==> src/rtl/demux_1x2_if.sv <==
// demux_1x2_if: serialized input stream and paired lane outputs of the 1:2 receive splitter
interface demux_1x2_if #(parameter int WIDTH = 8);
  logic [WIDTH-1:0] data_in;
  logic             valid_in;
  logic [WIDTH-1:0] data_out0;
  logic [WIDTH-1:0] data_out1;
  logic             valid_out0;
  logic             valid_out1;
  logic             orphan;
  modport master (output data_in, valid_in, input data_out0, data_out1, valid_out0, valid_out1, orphan);
  modport slave (input data_in, valid_in, output data_out0, data_out1, valid_out0, valid_out1, orphan);
endinterface

==> src/rtl/demux_1x2.sv <==
// demux_1x2: steers consecutive valid words alternately to lane 0 and lane 1 as held, coherent pairs
module demux_1x2 #(
  parameter int WIDTH = 8,
  parameter int FLUSH_CYCLES = 2,
  parameter int HOLD_CYCLES = 2
) (
  input logic clk_2f,
  input logic reset,
  demux_1x2_if.slave bus
);
  localparam int IW = $clog2(FLUSH_CYCLES + 1);
  localparam int HW = $clog2(HOLD_CYCLES + 1);
  localparam logic [IW-1:0] FLUSH_MAX = IW'(FLUSH_CYCLES);
  localparam logic [HW-1:0] HOLD_LD = HW'(HOLD_CYCLES);
  typedef enum logic {IDLE, HALF} state_t;
  state_t state, state_n;
  logic [WIDTH-1:0] stage, stage_n;
  logic [IW-1:0] idle_cnt, idle_n;
  logic [HW-1:0] hold_cnt;
  logic pair, flush;
  // next state: stage a lane-0 word, then pair it with the next valid word or flush it after enough idle cycles
  always_comb begin
    state_n = state;
    stage_n = stage;
    idle_n = idle_cnt;
    pair = 1'b0;
    flush = 1'b0;
    if (state == IDLE) begin
      if (bus.valid_in) begin
        stage_n = bus.data_in;
        idle_n = '0;
        state_n = HALF;
      end
    end else if (bus.valid_in) begin
      pair = 1'b1;
      state_n = IDLE;
    end else if (idle_cnt + IW'(1) == FLUSH_MAX) begin
      flush = 1'b1;
      state_n = IDLE;
    end else begin
      idle_n = (idle_cnt == FLUSH_MAX) ? idle_cnt : idle_cnt + IW'(1);
    end
  end
  // registers: FSM state, emitted lane words, and the hold counter that times out the output valids
  always_ff @(posedge clk_2f) begin
    if (reset) begin
      state <= IDLE;
      stage <= '0;
      idle_cnt <= '0;
      hold_cnt <= '0;
      bus.data_out0 <= '0;
      bus.data_out1 <= '0;
      bus.valid_out0 <= 1'b0;
      bus.valid_out1 <= 1'b0;
      bus.orphan <= 1'b0;
    end else begin
      state <= state_n;
      stage <= stage_n;
      idle_cnt <= idle_n;
      bus.orphan <= flush;
      if (pair || flush) begin
        bus.data_out0 <= stage;
        if (pair) bus.data_out1 <= bus.data_in;
        bus.valid_out0 <= 1'b1;
        bus.valid_out1 <= pair;
        hold_cnt <= HOLD_LD;
      end else if (hold_cnt != '0) begin
        hold_cnt <= hold_cnt - HW'(1);
        if (hold_cnt == HW'(1)) begin
          bus.valid_out0 <= 1'b0;
          bus.valid_out1 <= 1'b0;
        end
      end
    end
  end
endmodule

==> src/flat_wrapper.sv <==
// flat-port wrapper written by rule: the top's interface ports become plain ports
module demux_1x2_flat 
#(
  parameter int WIDTH = 8,
  parameter int FLUSH_CYCLES = 2,
  parameter int HOLD_CYCLES = 2
)
  (clk_2f, reset, bus_data_in, bus_valid_in, bus_data_out0, bus_data_out1, bus_valid_out0, bus_valid_out1, bus_orphan);
  demux_1x2_if #(.WIDTH(WIDTH)) bus_i ();
  input logic clk_2f;
  input logic reset;
  input wire logic [$bits(bus_i.data_in)-1:0] bus_data_in;
  input wire logic [$bits(bus_i.valid_in)-1:0] bus_valid_in;
  output wire logic [$bits(bus_i.data_out0)-1:0] bus_data_out0;
  output wire logic [$bits(bus_i.data_out1)-1:0] bus_data_out1;
  output wire logic [$bits(bus_i.valid_out0)-1:0] bus_valid_out0;
  output wire logic [$bits(bus_i.valid_out1)-1:0] bus_valid_out1;
  output wire logic [$bits(bus_i.orphan)-1:0] bus_orphan;
  assign bus_i.data_in = bus_data_in;
  assign bus_i.valid_in = bus_valid_in;
  assign bus_data_out0 = bus_i.data_out0;
  assign bus_data_out1 = bus_i.data_out1;
  assign bus_valid_out0 = bus_i.valid_out0;
  assign bus_valid_out1 = bus_i.valid_out1;
  assign bus_orphan = bus_i.orphan;
  demux_1x2 #(.WIDTH(WIDTH), .FLUSH_CYCLES(FLUSH_CYCLES), .HOLD_CYCLES(HOLD_CYCLES)) u_core (.clk_2f(clk_2f), .reset(reset), .bus(bus_i));
endmodule
==> config.mk <==
export PLATFORM = sky130hd
export DESIGN_NAME = demux_1x2_flat
export DESIGN_NICKNAME = d
export VERILOG_FILES = /design/src/rtl/demux_1x2_if.sv /design/src/rtl/demux_1x2.sv /design/src/flat_wrapper.sv
export SDC_FILE = /design/constraint.sdc
export NUM_CORES = 1
export LEC_CHECK = 0
export CAP_MARGIN = 0
export CORE_MARGIN = 3
export CORE_UTILIZATION = 43
export CTS_BUF_LIST = sky130_fd_sc_hd__clkbuf_16
export CTS_CLUSTER_SIZE = 40
export DETAILED_ROUTE_END_ITERATION = 6
export PLACE_DENSITY = 0.78
export RECOVER_POWER = 25
export SLEW_MARGIN = 5
export SYNTH_ARGS = -nofsm -noshare
export SYNTH_HDL_FRONTEND = slang
export SYNTH_SLANG_ARGS = --single-unit
==> constraint.sdc <==
create_clock -name clk_2f -period 1.5 [get_ports clk_2f]
set_clock_uncertainty 0.1 [all_clocks]
set_input_delay 0.45 -clock clk_2f [delete_from_list [all_inputs] [get_ports clk_2f]]
set_output_delay 0.45 -clock clk_2f [all_outputs]
set_load 0.02 [all_outputs]
Word-level counts from Yosys, hierarchy flattened

Index checks and enable logic that the tools add are counted.
W data, S select, Z words.

Bits in registers: 32
Word-level logic and storage cells: 48

$add $sub $neg: 2
Bitwise logic cells: 1
Reduce and logical (&&, ||, !) cells: 10
Muxes and demuxes: 19
Equality and inequality tests: 6

Operators by type and width:

| cell                  | count |
|---|---|
| $mux W2               | 7 |
| $mux W1               | 12 |
| $reduce_bool A2 Y1    | 4 |
| $ne A2 B2 Y1 const B  | 3 |
| $reduce_and A2 Y1     | 3 |
| $eq A2 B2 Y1 const B  | 2 |
| $reduce_and A4 Y1     | 1 |
| $add A2 B1 Y2 const B | 1 |
| $eq A2 B1 Y1 const B  | 1 |
| $reduce_or A2 Y1      | 1 |
| $sub A2 B1 Y2 const B | 1 |
| $logic_or A1 B1 Y1    | 1 |
| $not A1 Y1            | 1 |

Depth between registers and ports, before layout

Gate-level depths: netlist (run 1).

Depth after elaboration: 8
Depth in mapped cells: 6
Gate-level depth less buffers: 5

Worst setup path before layout (run 1)

No wires, ideal clock.

Path type: input port to flip-flop
From: input bus_valid_in
To: register u_core.idle_cnt[0]
Path slack: 16 ps
Data arrival time: 1297 ps
Stages: 3
Setup time: 87 ps
Cells stage by stage: ha_1 or4_1 o31ai_1

Word-level cells in the longest chain between the ends: 2
Elaborated cells on any way between the ends: 5
Those cells by class: eq/ne (3); reduce/logical (2)

Ends and longest elaborated chain:

| item                                                                | RTL line           | source |
|---|---|---|
| start: declaration                                                  | flat_wrapper.sv:13 | `input wire logic [$bits(bus_i.valid_in)-1:0] bus_valid_in;` |
| $ne A2 B2 Y1 (no line) / $reduce_bool A2 Y1 (equally long branches) | n/a                |  |
| $reduce_and A4 Y1 (no line) (*)                                     | n/a                |  |
| end signal: assignment                                              | demux_1x2.sv:59    | `idle_cnt <= idle_n;` |
| end: declaration                                                    | demux_1x2.sv:18    | `logic [IW-1:0] idle_cnt, idle_n;` |

Mark *: on every way between the ends. The rest lies on a longest branch, timed or not.
A chain may end at the register's enable or synchronous reset.

Worst setup path in the final report (run 1)

From: register u_core.idle_cnt[0]
To: register u_core.idle_cnt[0]

Word-level cells in the longest chain between the ends: 5
Elaborated cells on any way between the ends: 10
Those cells by class: add/sub (1); eq/ne (4); mux (4); reduce/logical (1)

Ends and longest elaborated chain:

| item          | RTL line                         | source |
|---|---|---|
| $add A2 B1 Y2 | demux_1x2.sv:37, demux_1x2.sv:41 |  |
| $mux W2       | demux_1x2.sv:41                  | `idle_n = (idle_cnt == FLUSH_MAX) ? idle_cnt : idle_cnt + IW'(1);` |
| $mux W2       | demux_1x2.sv:37                  | `end else if (idle_cnt + IW'(1) == FLUSH_MAX) begin` |
| $mux W2       | demux_1x2.sv:34                  | `end else if (bus.valid_in) begin` |
| $mux W2       | demux_1x2.sv:28                  | `if (state == IDLE) begin` |

Parallel ways exist; a longest one is shown, timed or not. The select of a mux whose other input is x is not followed.

==> summary.json, run 1 <==
{
  "gp_routability_congestion": {"value": 0.831},
  "syn_area": {"value": 0.00128, "unit": "mm^2"},
  "wirelength": {"value": 2.49, "unit": "mm"},
  "die_h": {"value": 60.5, "unit": "um"},
  "worst_ep_arrival_time": {"value": 1.57, "unit": "ns"},
  "syn-instance-count": {"value": 125},
  "cts_hold_repair.buffers": {"value": 0},
  "first_global_vias": {"value": 996},
  "post-route-drc-count": {"value": 0},
  "place.detailed.instances": {"value": 189},
  "core_area": {"value": 0.00281, "unit": "mm^2"},
  "status": {"value": "finished clean"},
  "antenna_violations_before_repair": {"value": 0},
  "tritoncts_num_sinks": {"value": 32},
  "worstMarginPinSlew": {"value": 0.251, "unit": "ns"},
  "count_of_standard_cell_rows": {"value": 19},
  "vdd_ir_drop_max": {"value": 799, "unit": "uV"},
  "cp.required": {"value": 1.58, "unit": "ns"},
  "num_antenna_cells": {"value": 0},
  "final_setup_fails": {"value": 0},
  "floorplan.initialDensity": {"value": 45.5, "unit": "%"},
  "worst_hold_path_type": {"value": "register to register"},
  "design_area": {"value": 0.00182, "unit": "mm^2"},
  "die_area": {"value": 0.00366, "unit": "mm^2"},
  "min_period": {"value": 1.49, "unit": "ns"},
  "maximum_number_of_pins_on_one_net_before_global_route_repair": {"value": 30},
  "synth.yosys.seq_area_share": {"value": 50.1, "unit": "%"},
  "timing.critical_path.max_delay_family": {"value": "simple AND/OR/NAND/NOR gates"},
  "synth-seq-cells": {"value": 32},
  "worst_path_largest_cell_delay": {"value": 0.47, "unit": "ns"},
  "finalSetupTns": {"value": 0, "unit": "ns"},
  "synth-edff-count": {"value": 0},
  "die_width": {"value": 60.5, "unit": "um"},
  "crit_slowest_cell": {"value": "or4_1"},
  "grtUsageMet3": {"value": 7.45, "unit": "%"},
  "drt_first_pass_iters": {"value": 4},
  "crit_path_start_kind": {"value": "register"},
  "grt_remaining_overflow": {"value": 0},
  "initialDrtViolationCount": {"value": 43},
  "share_of_layout_cells_above_drive_strength_1": {"value": 19.3, "unit": "%"},
  "postSynth.topFlopCell": {"value": "dfxtp_1"},
  "power.density": {"value": 1230, "unit": "mW/mm^2"},
  "vias": {"value": 983},
  "nets": {"value": 180},
  "fill_cells": {"value": 223},
  "critPathKind": {"value": "register to register"},
  "grtUsageTotal": {"value": 16.0, "unit": "%"},
  "clk_pin_slew_worst_paths": {"value": 0.05, "unit": "ns"},
  "slew_violations": {"value": 0},
  "layout_worst_path_cycle_share": {"value": 99.0, "unit": "%"},
  "fmaxAchievable": {"value": 0.673, "unit": "GHz"},
  "areaGrowthSynthToFinish": {"value": 42.5, "unit": "%"},
  "detailed_place.area": {"value": 0.00166, "unit": "mm^2"},
  "post-synth-top-count-cell": {"value": "dfxtp_1"},
  "pin_count": {"value": 30},
  "finalPower": {"value": 2240, "unit": "uW"},
  "cts-root-to-sink-buffers": {"value": 2},
  "detail_route.vias_per_cell": {"value": 4.99},
  "grt_setup_unrepaired": {"value": "yes"},
  "grt_most_used_layer": {"value": "met2"},
  "synth_async_sr_flop_share": {"value": 0, "unit": "%"},
  "port-buffer-count": {"value": 29},
  "final_cell_count_no_fill": {"value": 197},
  "clock_tree_from_tritoncts": {"value": "done"},
  "critical_path.cell_chain": {"value": "inv_2, ha_2, o21ba_1, or4_1, o31ai_1"},
  "grt_pass1_wl": {"value": 4.26, "unit": "mm"},
  "number_of_antenna_violating_nets_in_the_routed_design": {"value": 0},
  "ys.warnings.count": {"value": 0},
  "core_utilization_of_the_finished_layout": {"value": 64.9, "unit": "%"},
  "mappedNetlistNets": {"value": 140},
  "clock_tree.root_cell": {"value": "clkbuf_16"},
  "synth_top_area_share": {"value": 50.1, "unit": "%"},
  "htree_levels": {"value": 2},
  "dominant_cells_by_area_after_synthesis": {"value": "dfxtp_1, mux2i_1, nand2b_1"},
  "synth_top_cells_by_count": {"value": "dfxtp_1, mux2i_1, nor2_1"},
  "globalRouteMet1Util": {"value": 17.4, "unit": "%"},
  "drt-wirelength-per-cell": {"value": 12.6, "unit": "um"},
  "synth_cell_types": {"value": 21},
  "cts_made_buffers": {"value": 5},
  "final_hold_viol_count": {"value": 0},
  "leakagePower": {"value": 0.000792, "unit": "uW"},
  "netlist.top_cell.by_area": {"value": "dfxtp_1"},
  "clock_latency": {"value": 0.27, "unit": "ns"},
  "cap_violations": {"value": 0},
  "critical_path.endpoint_type": {"value": "register"},
  "crit_fanout": {"value": 3},
  "worst_slew_margin_rel": {"value": 83.3, "unit": "%"},
  "grtUsageMet2": {"value": 26.2, "unit": "%"},
  "critPathBufInv": {"value": 1},
  "avgSynthCellArea": {"value": 10.2, "unit": "um^2"},
  "place_hpwl": {"value": 1.88, "unit": "mm"}
}
## worst paths after layout
path | startpoint | endpoint | slack [ns] | cells after the start
max | u_core.idle_cnt[0] | u_core.idle_cnt[0] | 0.01 | 5
min | u_core.bus.valid_out0 | u_core.bus.valid_out0 | 0.36 | 2
max reg2reg | u_core.idle_cnt[0] | u_core.idle_cnt[0] | 0.01 | 5
min reg2reg | u_core.bus.valid_out0 | u_core.bus.valid_out0 | 0.36 | 2
## layout by cell type, fill, tap and decap left out, types with 2 or more instances in the layout
cell type,count
ha_4,2
dlygate4sd2_1,2
dfxtp_1,30
clkbuf_2,7
clkbuf_16,5
mux2i_1,25
nand2b_1,18
nand2_1,2
a21oi_1,3
buf_4,9
clkdlybuf4s15_1,10
clkdlybuf4s50_1,9
nor2_1,21
inv_2,2
clkinv_1,2
## sequential cells by signal, indices dropped and copies added (netlist names)
register and cells:
u_core.idle_cnt 2, u_core.bus.orphan 1, u_core.bus.valid_out0 1, u_core.state 1, u_core.bus.data_out1 8, u_core.bus.data_out0 8, u_core.stage 8, u_core.hold_cnt 2
u_core.bus.valid_out1 1
## per-stage QoR
stage          setup slack (ns)  hold slack, ns
2_1_floorplan            0.0156           0.340
3_3_place_gp             -0.460           0.347
3_5_place_dp             -0.515           0.353
4_1_cts                0.000285           0.358
5_1_grt                 -0.0324           0.378
6_report                 0.0143           0.357
## layer usage
layer / up-vias / wire length [um]
li1: 488 / -
met1: 465 / 1050
met2: 24 / 1220
met3: 6 / 169
met4: 0 / 50
met5: - / 0
## power breakdown
part | internal, uW | leakage, uW | switching [uW]
Combinational | 121 | 0.000451 | 107
Sequential | 886 | 0.000262 | 19.3
Clock | 770 | 0.0000789 | 339
Total | 1780 | 0.000792 | 465
## repair_timing
item	4_1_cts	5_1_grt
pin swaps	2	0
endpoints found under the hold margin	0	0
endpoints found under the setup margin	42	27
resized for setup	34	24
buffers inserted	0	0
## logic make-up (layout without fill, tap and decap cells)
logic type	Yosys count	count (layout)	synth area share, %
AOI/OAI and AO/OA	6	6	3.04
adders and majority gates	4	4	3.92
buffers and inverters	10	51	3.92
DFF	32	32	50.1
muxes	25	25	19.6
and+or+nand+nor	48	48	19.4
## worst register-to-register path: stages, from the launching register on
cell     delay (ns)
dfxtp_4        0.36
inv_2          0.04
ha_2           0.17
o21ba_1        0.17
or4_1          0.47
o31ai_1        0.08
## cell type report
cell class / count / area, um^2 / share of cell area (%)
clock buffer: 5 / 125 / 6.87
multi-input combinational: 83 / 617 / 33.9
sequential: 32 / 646 / 35.5
timing repair buffer: 40 / 345 / 19.0
inverter: 3 / 11.3 / 0.619
clock inverter: 3 / 37.5 / 2.06
tap: 31 / 38.8 / 2.13
Power figures use the tool's default switching activity.
==> run 2: changes to the inputs <==
ABC_CLOCK_PERIOD_IN_PS = 1500   (was not set)
CORE_UTILIZATION = 45   (was 43)
DONT_BUFFER_PORTS = 1   (was not set)
PLACE_DENSITY = 0.67   (was 0.78)
==> run 2 against run 1 <==
  * The flow now finishes with violations (negative setup slack)
  * Fmax shrank 3.4%
  * Critical endpoint unchanged
  * Sequential power grew 2.3%
  * Count of clock-buffer cells in the layout is the same
  * Utilization shrank 6.1 points
  * Critical path type unchanged
  * Combinational power shrank 40%
  * Die area shrank 4.0%
  * Largest cell class unchanged
  * Via count shrank 18%
  * Hold slack lost 0.21 ns
==> summary.json, run 2 (synthesis gave the netlist of run 1 again) <==
{
  "place_hpwl": {"value": 1.53, "unit": "mm"},
  "gp_routability_congestion": {"value": 0.688},
  "initialDrtViolationCount": {"value": 32},
  "power_switching_share": {"value": 21.1, "unit": "%"},
  "power.share.clock": {"value": 46.0, "unit": "%"},
  "worst_hold_path_type": {"value": "input port to register"},
  "number_of_antenna_violating_nets_in_the_routed_design": {"value": 0},
  "power.density": {"value": 1290, "unit": "mW/mm^2"},
  "fill_cells": {"value": 231},
  "grtUsageTotal": {"value": 14.8, "unit": "%"},
  "power_switching": {"value": 415, "unit": "uW"},
  "power_report.internal_total": {"value": 1550, "unit": "uW"},
  "detail_route.vias_per_cell": {"value": 4.97},
  "vias": {"value": 805},
  "slew_violations": {"value": 0},
  "final_common_cell": {"value": "dfxtp_1"},
  "worstMarginPinSlew": {"value": 0.319, "unit": "ns"},
  "die_h": {"value": 59.3, "unit": "um"},
  "grt_setup_unrepaired": {"value": "yes"},
  "post-route-drc-count": {"value": 0},
  "detailedPlace.worstSlack": {"value": -0.0490, "unit": "ns"},
  "share_of_layout_cells_above_drive_strength_1": {"value": 16.7, "unit": "%"},
  "critical_path.endpoint_type": {"value": "register"},
  "final_critical_path_setup_slack": {"value": -0.0376, "unit": "ns"},
  "min_period": {"value": 1.54, "unit": "ns"},
  "setup.worst_path.end": {"value": "u_core.idle_cnt[0]"},
  "cap_violations": {"value": 0},
  "clk_pin_slew_worst_paths": {"value": 0.05, "unit": "ns"},
  "wirelength": {"value": 2.23, "unit": "mm"},
  "areaGrowthSynthToFinish": {"value": 19.2, "unit": "%"},
  "worst_ep_arrival_time": {"value": 1.62, "unit": "ns"},
  "port-buffer-count": {"value": 0},
  "critical_path.reg2reg.startpoint": {"value": "u_core.idle_cnt[0]"},
  "count_of_standard_cell_rows": {"value": 18},
  "clock_tree_from_tritoncts": {"value": "done"},
  "drt-wirelength-per-cell": {"value": 13.8, "unit": "um"},
  "cts_made_buffers": {"value": 5},
  "cp.required": {"value": 1.58, "unit": "ns"},
  "crit_path_start_kind": {"value": "register"},
  "startpoint": {"value": "u_core.idle_cnt[0]"},
  "maximum_number_of_pins_on_one_net_before_global_route_repair": {"value": 43},
  "clock_tree.root_cell": {"value": "clkbuf_16"},
  "critPathKind": {"value": "register to register"},
  "antenna_violations_before_repair": {"value": 0},
  "num_antenna_cells": {"value": 0},
  "fmaxAchievable": {"value": 0.650, "unit": "GHz"},
  "pin_count": {"value": 30},
  "clock_latency": {"value": 0.27, "unit": "ns"},
  "nets": {"value": 147},
  "cts_hold_repair.buffers": {"value": 0},
  "cts-root-to-sink-buffers": {"value": 2},
  "floorplan.initialDensity": {"value": 49.3, "unit": "%"},
  "power.sequential.fraction": {"value": 47.1, "unit": "%"},
  "status": {"value": "finished, violations left"},
  "vdd_ir_drop_max": {"value": 1070, "unit": "uV"},
  "worstReg2RegEnd": {"value": "u_core.idle_cnt[0]"},
  "timing.reg2reg.worst_path_depth": {"value": 5},
  "layout_worst_path_cycle_share": {"value": 103, "unit": "%"},
  "biggestRegsByFlops": {"value": "u_core.bus.data_out0: 8 flops, u_core.bus.data_out1: 8 flops, u_core.stage: 8 flops"},
  "final_hold_viol_count": {"value": 0},
  "comb_power_share": {"value": 7.0, "unit": "%"},
  "grt_pass1_wl": {"value": 3.79, "unit": "mm"},
  "failed_checks": {"value": "negative setup slack"},
  "die_width": {"value": 59.3, "unit": "um"},
  "first_global_vias": {"value": 838},
  "grt_remaining_overflow": {"value": 0},
  "core_area": {"value": 0.00259, "unit": "mm^2"},
  "htree_levels": {"value": 2},
  "die_area": {"value": 0.00351, "unit": "mm^2"},
  "leakagePower": {"value": 0.000625, "unit": "uW"},
  "worst_slew_margin_rel": {"value": 78.6, "unit": "%"},
  "tritoncts_num_sinks": {"value": 32},
  "r2r_setup_slack": {"value": -0.04, "unit": "ns"},
  "final_setup_fails": {"value": 1},
  "drt_first_pass_iters": {"value": 3},
  "timing.hold.ws": {"value": 0.148, "unit": "ns"},
  "layout.cells.most_common_list": {"value": "dfxtp_1, mux2i_1, nor2_1"},
  "crit_fanout": {"value": 3}
}
==> run 2: cell count changes in the layout (fill, tap and decap cells not counted), moves of 2 or more <==
cell / change
clkdlybuf4s15_1: -10
buf_4: -3
clkdlybuf4s50_1: -9
dlygate4sd2_1: -2
clkbuf_2: -6
inv_2: -2
inv_4: +2
==> run 2: power groups by stage <==
stage               Combinational [uW]  Sequential, uW  Clock, uW
CTS                                131             927        934
global route                       153             928        976
finish                             137             926        904
global placement                   125             941          0
detailed placement                 130             943          0
floorplan                          110             938          0
==> run 2: worst max-delay path, stage by stage (launching register included) <==
cell	delay, ns
dfxtp_4	0.37
inv_4	0.04
ha_4	0.14
o21ba_4	0.21
or4_4	0.53
o31ai_4	0.06
==> run 2: per-layer routing <==
layer  GRT usage [%]  part of all wire, %  up-vias
met5               0                    0        -
met4            5.83                  1.8        0
met3            7.41                  7.4        5
met2            22.8                   45       22
met1            17.4                   45      356
li1                -                    -      422
==> run 2: stage by stage <==
stage / power, uW / cell area (um^2) / cells / util [%] / TNS, ns
detailed placement: 1070 / 1330 / 153 / 51.2 / -0.0490
global route: 2060 / 1520 / 162 / 58.8 / -0.104
global placement: 1070 / 1330 / 153 / 51.2 / 0
finish: 1970 / 1520 / 162 / 58.8 / -0.0376
CTS: 1990 / 1460 / 160 / 56.5 / -0.00569
floorplan: 1050 / 1280 / 125 / - / 0
==> run 2: what timing repair did <==
action / 4_1_cts / 5_1_grt
resized for setup: 4 / 14
pin swaps: 0 / 4
endpoints found under the setup margin: 5 / 9
setup buffers: 0 / 2
==> run 2: how the worst min path moves through the flow <==
stage | from | end | cells after the start
2_1_floorplan | u_core.hold_cnt[1] | u_core.hold_cnt[1] | 2
3_3_place_gp | u_core.hold_cnt[1] | u_core.hold_cnt[1] | 2
3_5_place_dp | u_core.hold_cnt[1] | u_core.hold_cnt[1] | 2
4_1_cts | reset | u_core.hold_cnt[1] | 1
5_1_grt | reset | u_core.hold_cnt[1] | 1
6_report | reset | u_core.hold_cnt[1] | 1
==> run 2: final cells by class <==
type	instances	area [um^2]	share of cell area, %
tap	30	37.5	2.47
clock buffer	5	125	8.22
multi-input combinational	83	638	41.9
sequential	32	648	42.6
inverter	3	16.3	1.07
clock inverter	2	7.51	0.493
timing repair buffer	7	50.0	3.29
==> run 3: changes to the inputs <==
CORE_UTILIZATION = 54   (was 45)
PLACE_DENSITY = 0.77   (was 0.67)
==> run 3 against run 2 <==
  * The run still ends with negative setup slack left
  * Power rose by 0.92%
  * Via count is 4.2% higher
  * Sequential share of layout area stayed put
  * Count of clock-buffer cells in the layout unchanged
  * Combinational power barely moved
  * Highest routed layer unchanged
==> summary.json, run 3 (synthesis gave the netlist of run 1 again) <==
{
  "status": {"value": "finished, violations left"},
  "failed_checks": {"value": "negative setup slack"},
  "timing.reg2reg.worst_path_depth": {"value": 5},
  "cts_made_buffers": {"value": 5},
  "fill_cells": {"value": 151},
  "worst_slew_margin_rel": {"value": 80.7, "unit": "%"},
  "crit_fanout": {"value": 3},
  "maximum_number_of_pins_on_one_net_before_global_route_repair": {"value": 43},
  "slew_violations": {"value": 0},
  "nets": {"value": 147},
  "clock_latency": {"value": 0.27, "unit": "ns"},
  "clk_pin_slew_worst_paths": {"value": 0.05, "unit": "ns"},
  "floorplan.initialDensity": {"value": 60.8, "unit": "%"},
  "tritoncts_num_sinks": {"value": 32},
  "core_area": {"value": 0.00210, "unit": "mm^2"},
  "min_delay_worst_endpoint": {"value": "u_core.hold_cnt[1]"},
  "num_antenna_cells": {"value": 0},
  "cp.required": {"value": 1.57, "unit": "ns"},
  "final_common_cell": {"value": "dfxtp_1"},
  "port-buffer-count": {"value": 0},
  "die_area": {"value": 0.00299, "unit": "mm^2"},
  "die_h": {"value": 54.6, "unit": "um"},
  "critical_path.reg2reg.startpoint": {"value": "u_core.idle_cnt[0]"},
  "power.density": {"value": 1300, "unit": "mW/mm^2"},
  "final_critical_path_setup_slack": {"value": -0.0366, "unit": "ns"},
  "grt_pass1_wl": {"value": 3.92, "unit": "mm"},
  "drt-wirelength-per-cell": {"value": 15.3, "unit": "um"},
  "wirelength": {"value": 2.46, "unit": "mm"},
  "clock_tree_from_tritoncts": {"value": "done"},
  "areaGrowthSynthToFinish": {"value": 19.2, "unit": "%"},
  "critPathKind": {"value": "register to register"},
  "worstHoldPathCells": {"value": 1},
  "min_period": {"value": 1.54, "unit": "ns"},
  "number_of_antenna_violating_nets_in_the_routed_design": {"value": 0},
  "fmaxAchievable": {"value": 0.651, "unit": "GHz"},
  "worstReg2RegEnd": {"value": "u_core.idle_cnt[0]"},
  "cts-root-to-sink-buffers": {"value": 2},
  "worstMarginPinSlew": {"value": 0.290, "unit": "ns"},
  "vias": {"value": 839},
  "initialDrtViolationCount": {"value": 26},
  "gp_routability_congestion": {"value": 0.563},
  "multi_input_area": {"value": 634, "unit": "um^2"},
  "detail_route.vias_per_cell": {"value": 5.24},
  "pin_count": {"value": 30},
  "count_of_standard_cell_rows": {"value": 16},
  "htree_levels": {"value": 2},
  "vdd_ir_drop_max": {"value": 1360, "unit": "uV"},
  "grtUsageTotal": {"value": 19.2, "unit": "%"},
  "leakagePower": {"value": 0.000644, "unit": "uW"},
  "grt_setup_unrepaired": {"value": "yes"},
  "first_global_vias": {"value": 844},
  "clock_tree.root_cell": {"value": "clkbuf_16"},
  "final_hold_viol_count": {"value": 0},
  "worst_ep_arrival_time": {"value": 1.60, "unit": "ns"},
  "detailedPlace.worstSlack": {"value": -0.0674, "unit": "ns"},
  "place_hpwl": {"value": 1.60, "unit": "mm"},
  "finalPower": {"value": 1980, "unit": "uW"},
  "share_of_layout_cells_above_drive_strength_1": {"value": 16.5, "unit": "%"},
  "grt_remaining_overflow": {"value": 0},
  "r2r_setup_slack": {"value": -0.04, "unit": "ns"},
  "antenna_violations_before_repair": {"value": 0},
  "layout_worst_path_cycle_share": {"value": 102, "unit": "%"},
  "die_width": {"value": 54.6, "unit": "um"},
  "drt_first_pass_iters": {"value": 4},
  "crit_path_start_kind": {"value": "register"},
  "layout.cells.most_common_list": {"value": "dfxtp_1, mux2i_1, nor2_1"},
  "launch_instance_of_the_worst_min_delay_path": {"value": "reset"},
  "post-route-drc-count": {"value": 0},
  "final_setup_fails": {"value": 1},
  "worst_hold_path_type": {"value": "input port to register"},
  "cts_hold_repair.buffers": {"value": 0},
  "biggestRegsByFlops": {"value": "u_core.bus.data_out0: 8 flops, u_core.bus.data_out1: 8 flops, u_core.stage: 8 flops"},
  "critical_path.endpoint_type": {"value": "register"},
  "sequential_cell_area": {"value": 648, "unit": "um^2"},
  "cap_violations": {"value": 0}
}
==> run 3: what timing repair did <==
action / 4_1_cts / 5_1_grt
cloned: 0 / 0
pin swaps: 0 / 2
buffers inserted: 0 / 2
endpoints found under the setup margin: 12 / 8
resized for setup: 11 / 7
==> run 3: critical path, stage by stage (launching register included) <==
cell	delay [ns]
dfxtp_4	0.37
inv_4	0.05
ha_4	0.15
o21ba_4	0.22
or4_4	0.48
o31ai_2	0.08
==> run 3: power breakdown <==
| part | leakage (uW) | internal (uW) | switching [uW] |
|---|---|---|---|
| Sequential | 0.000262 | 885 | 41.2 |
| Clock | 0.0000738 | 595 | 326 |
| Combinational | 0.000308 | 73.6 | 63.8 |
| Total | 0.000644 | 1550 | 431 |
==> run 3: layout make-up <==
| type | count | share of cell area, % |
|---|---|---|
| repair buffers | 7 | 3.53 |
| multi-input cells | 83 | 41.7 |
| clock inverters | 3 | 0.740 |
| clock buffers | 5 | 8.22 |
| inverters | 3 | 1.07 |
| flip-flops and latches | 32 | 42.6 |
| well taps | 27 | 2.22 |
==> run 3: worst max-delay path by stage <==
stage	from	end	slack (ns)	cells past startpoint
6_report	u_core.idle_cnt[0]	u_core.idle_cnt[0]	-0.04	5
5_1_grt	u_core.idle_cnt[0]	u_core.idle_cnt[0]	-0.08	5
4_1_cts	u_core.idle_cnt[1]	u_core.idle_cnt[0]	-0.02	5
3_5_place_dp	bus_valid_in	u_core.idle_cnt[0]	-0.07	3
3_3_place_gp	bus_valid_in	u_core.idle_cnt[0]	0.01	3
2_1_floorplan	bus_valid_in	u_core.idle_cnt[0]	0.02	3
==> run 3: per-layer routing <==
| layer | vias up | part of all wire (%) | global-route usage (%) |
|---|---|---|---|
| li1 | 426 | - | - |
| met5 | - | 0 | 0 |
| met1 | 383 | 41 | 20.9 |
| met2 | 25 | 51 | 32.9 |
| met3 | 5 | 7.0 | 7.63 |
| met4 | 0 | 1.3 | 7.47 |
==> run 3: per-stage QoR <==
| stage | setup TNS, ns | hold WS (ns) | instances | cell area, um^2 | utilization [%] |
|---|---|---|---|---|---|
| 5_1_grt | -0.0815 | 0.145 | 160 | 1520 | 72.4 |
| 4_1_cts | -0.0248 | 0.144 | 158 | 1480 | 70.4 |
| 6_report | -0.0366 | 0.154 | 160 | 1520 | 72.4 |
| 2_1_floorplan | 0 | 0.340 | 125 | 1280 | - |
| 3_3_place_gp | 0 | 0.343 | 150 | 1310 | 62.3 |
| 3_5_place_dp | -0.243 | 0.355 | 150 | 1310 | 62.3 |
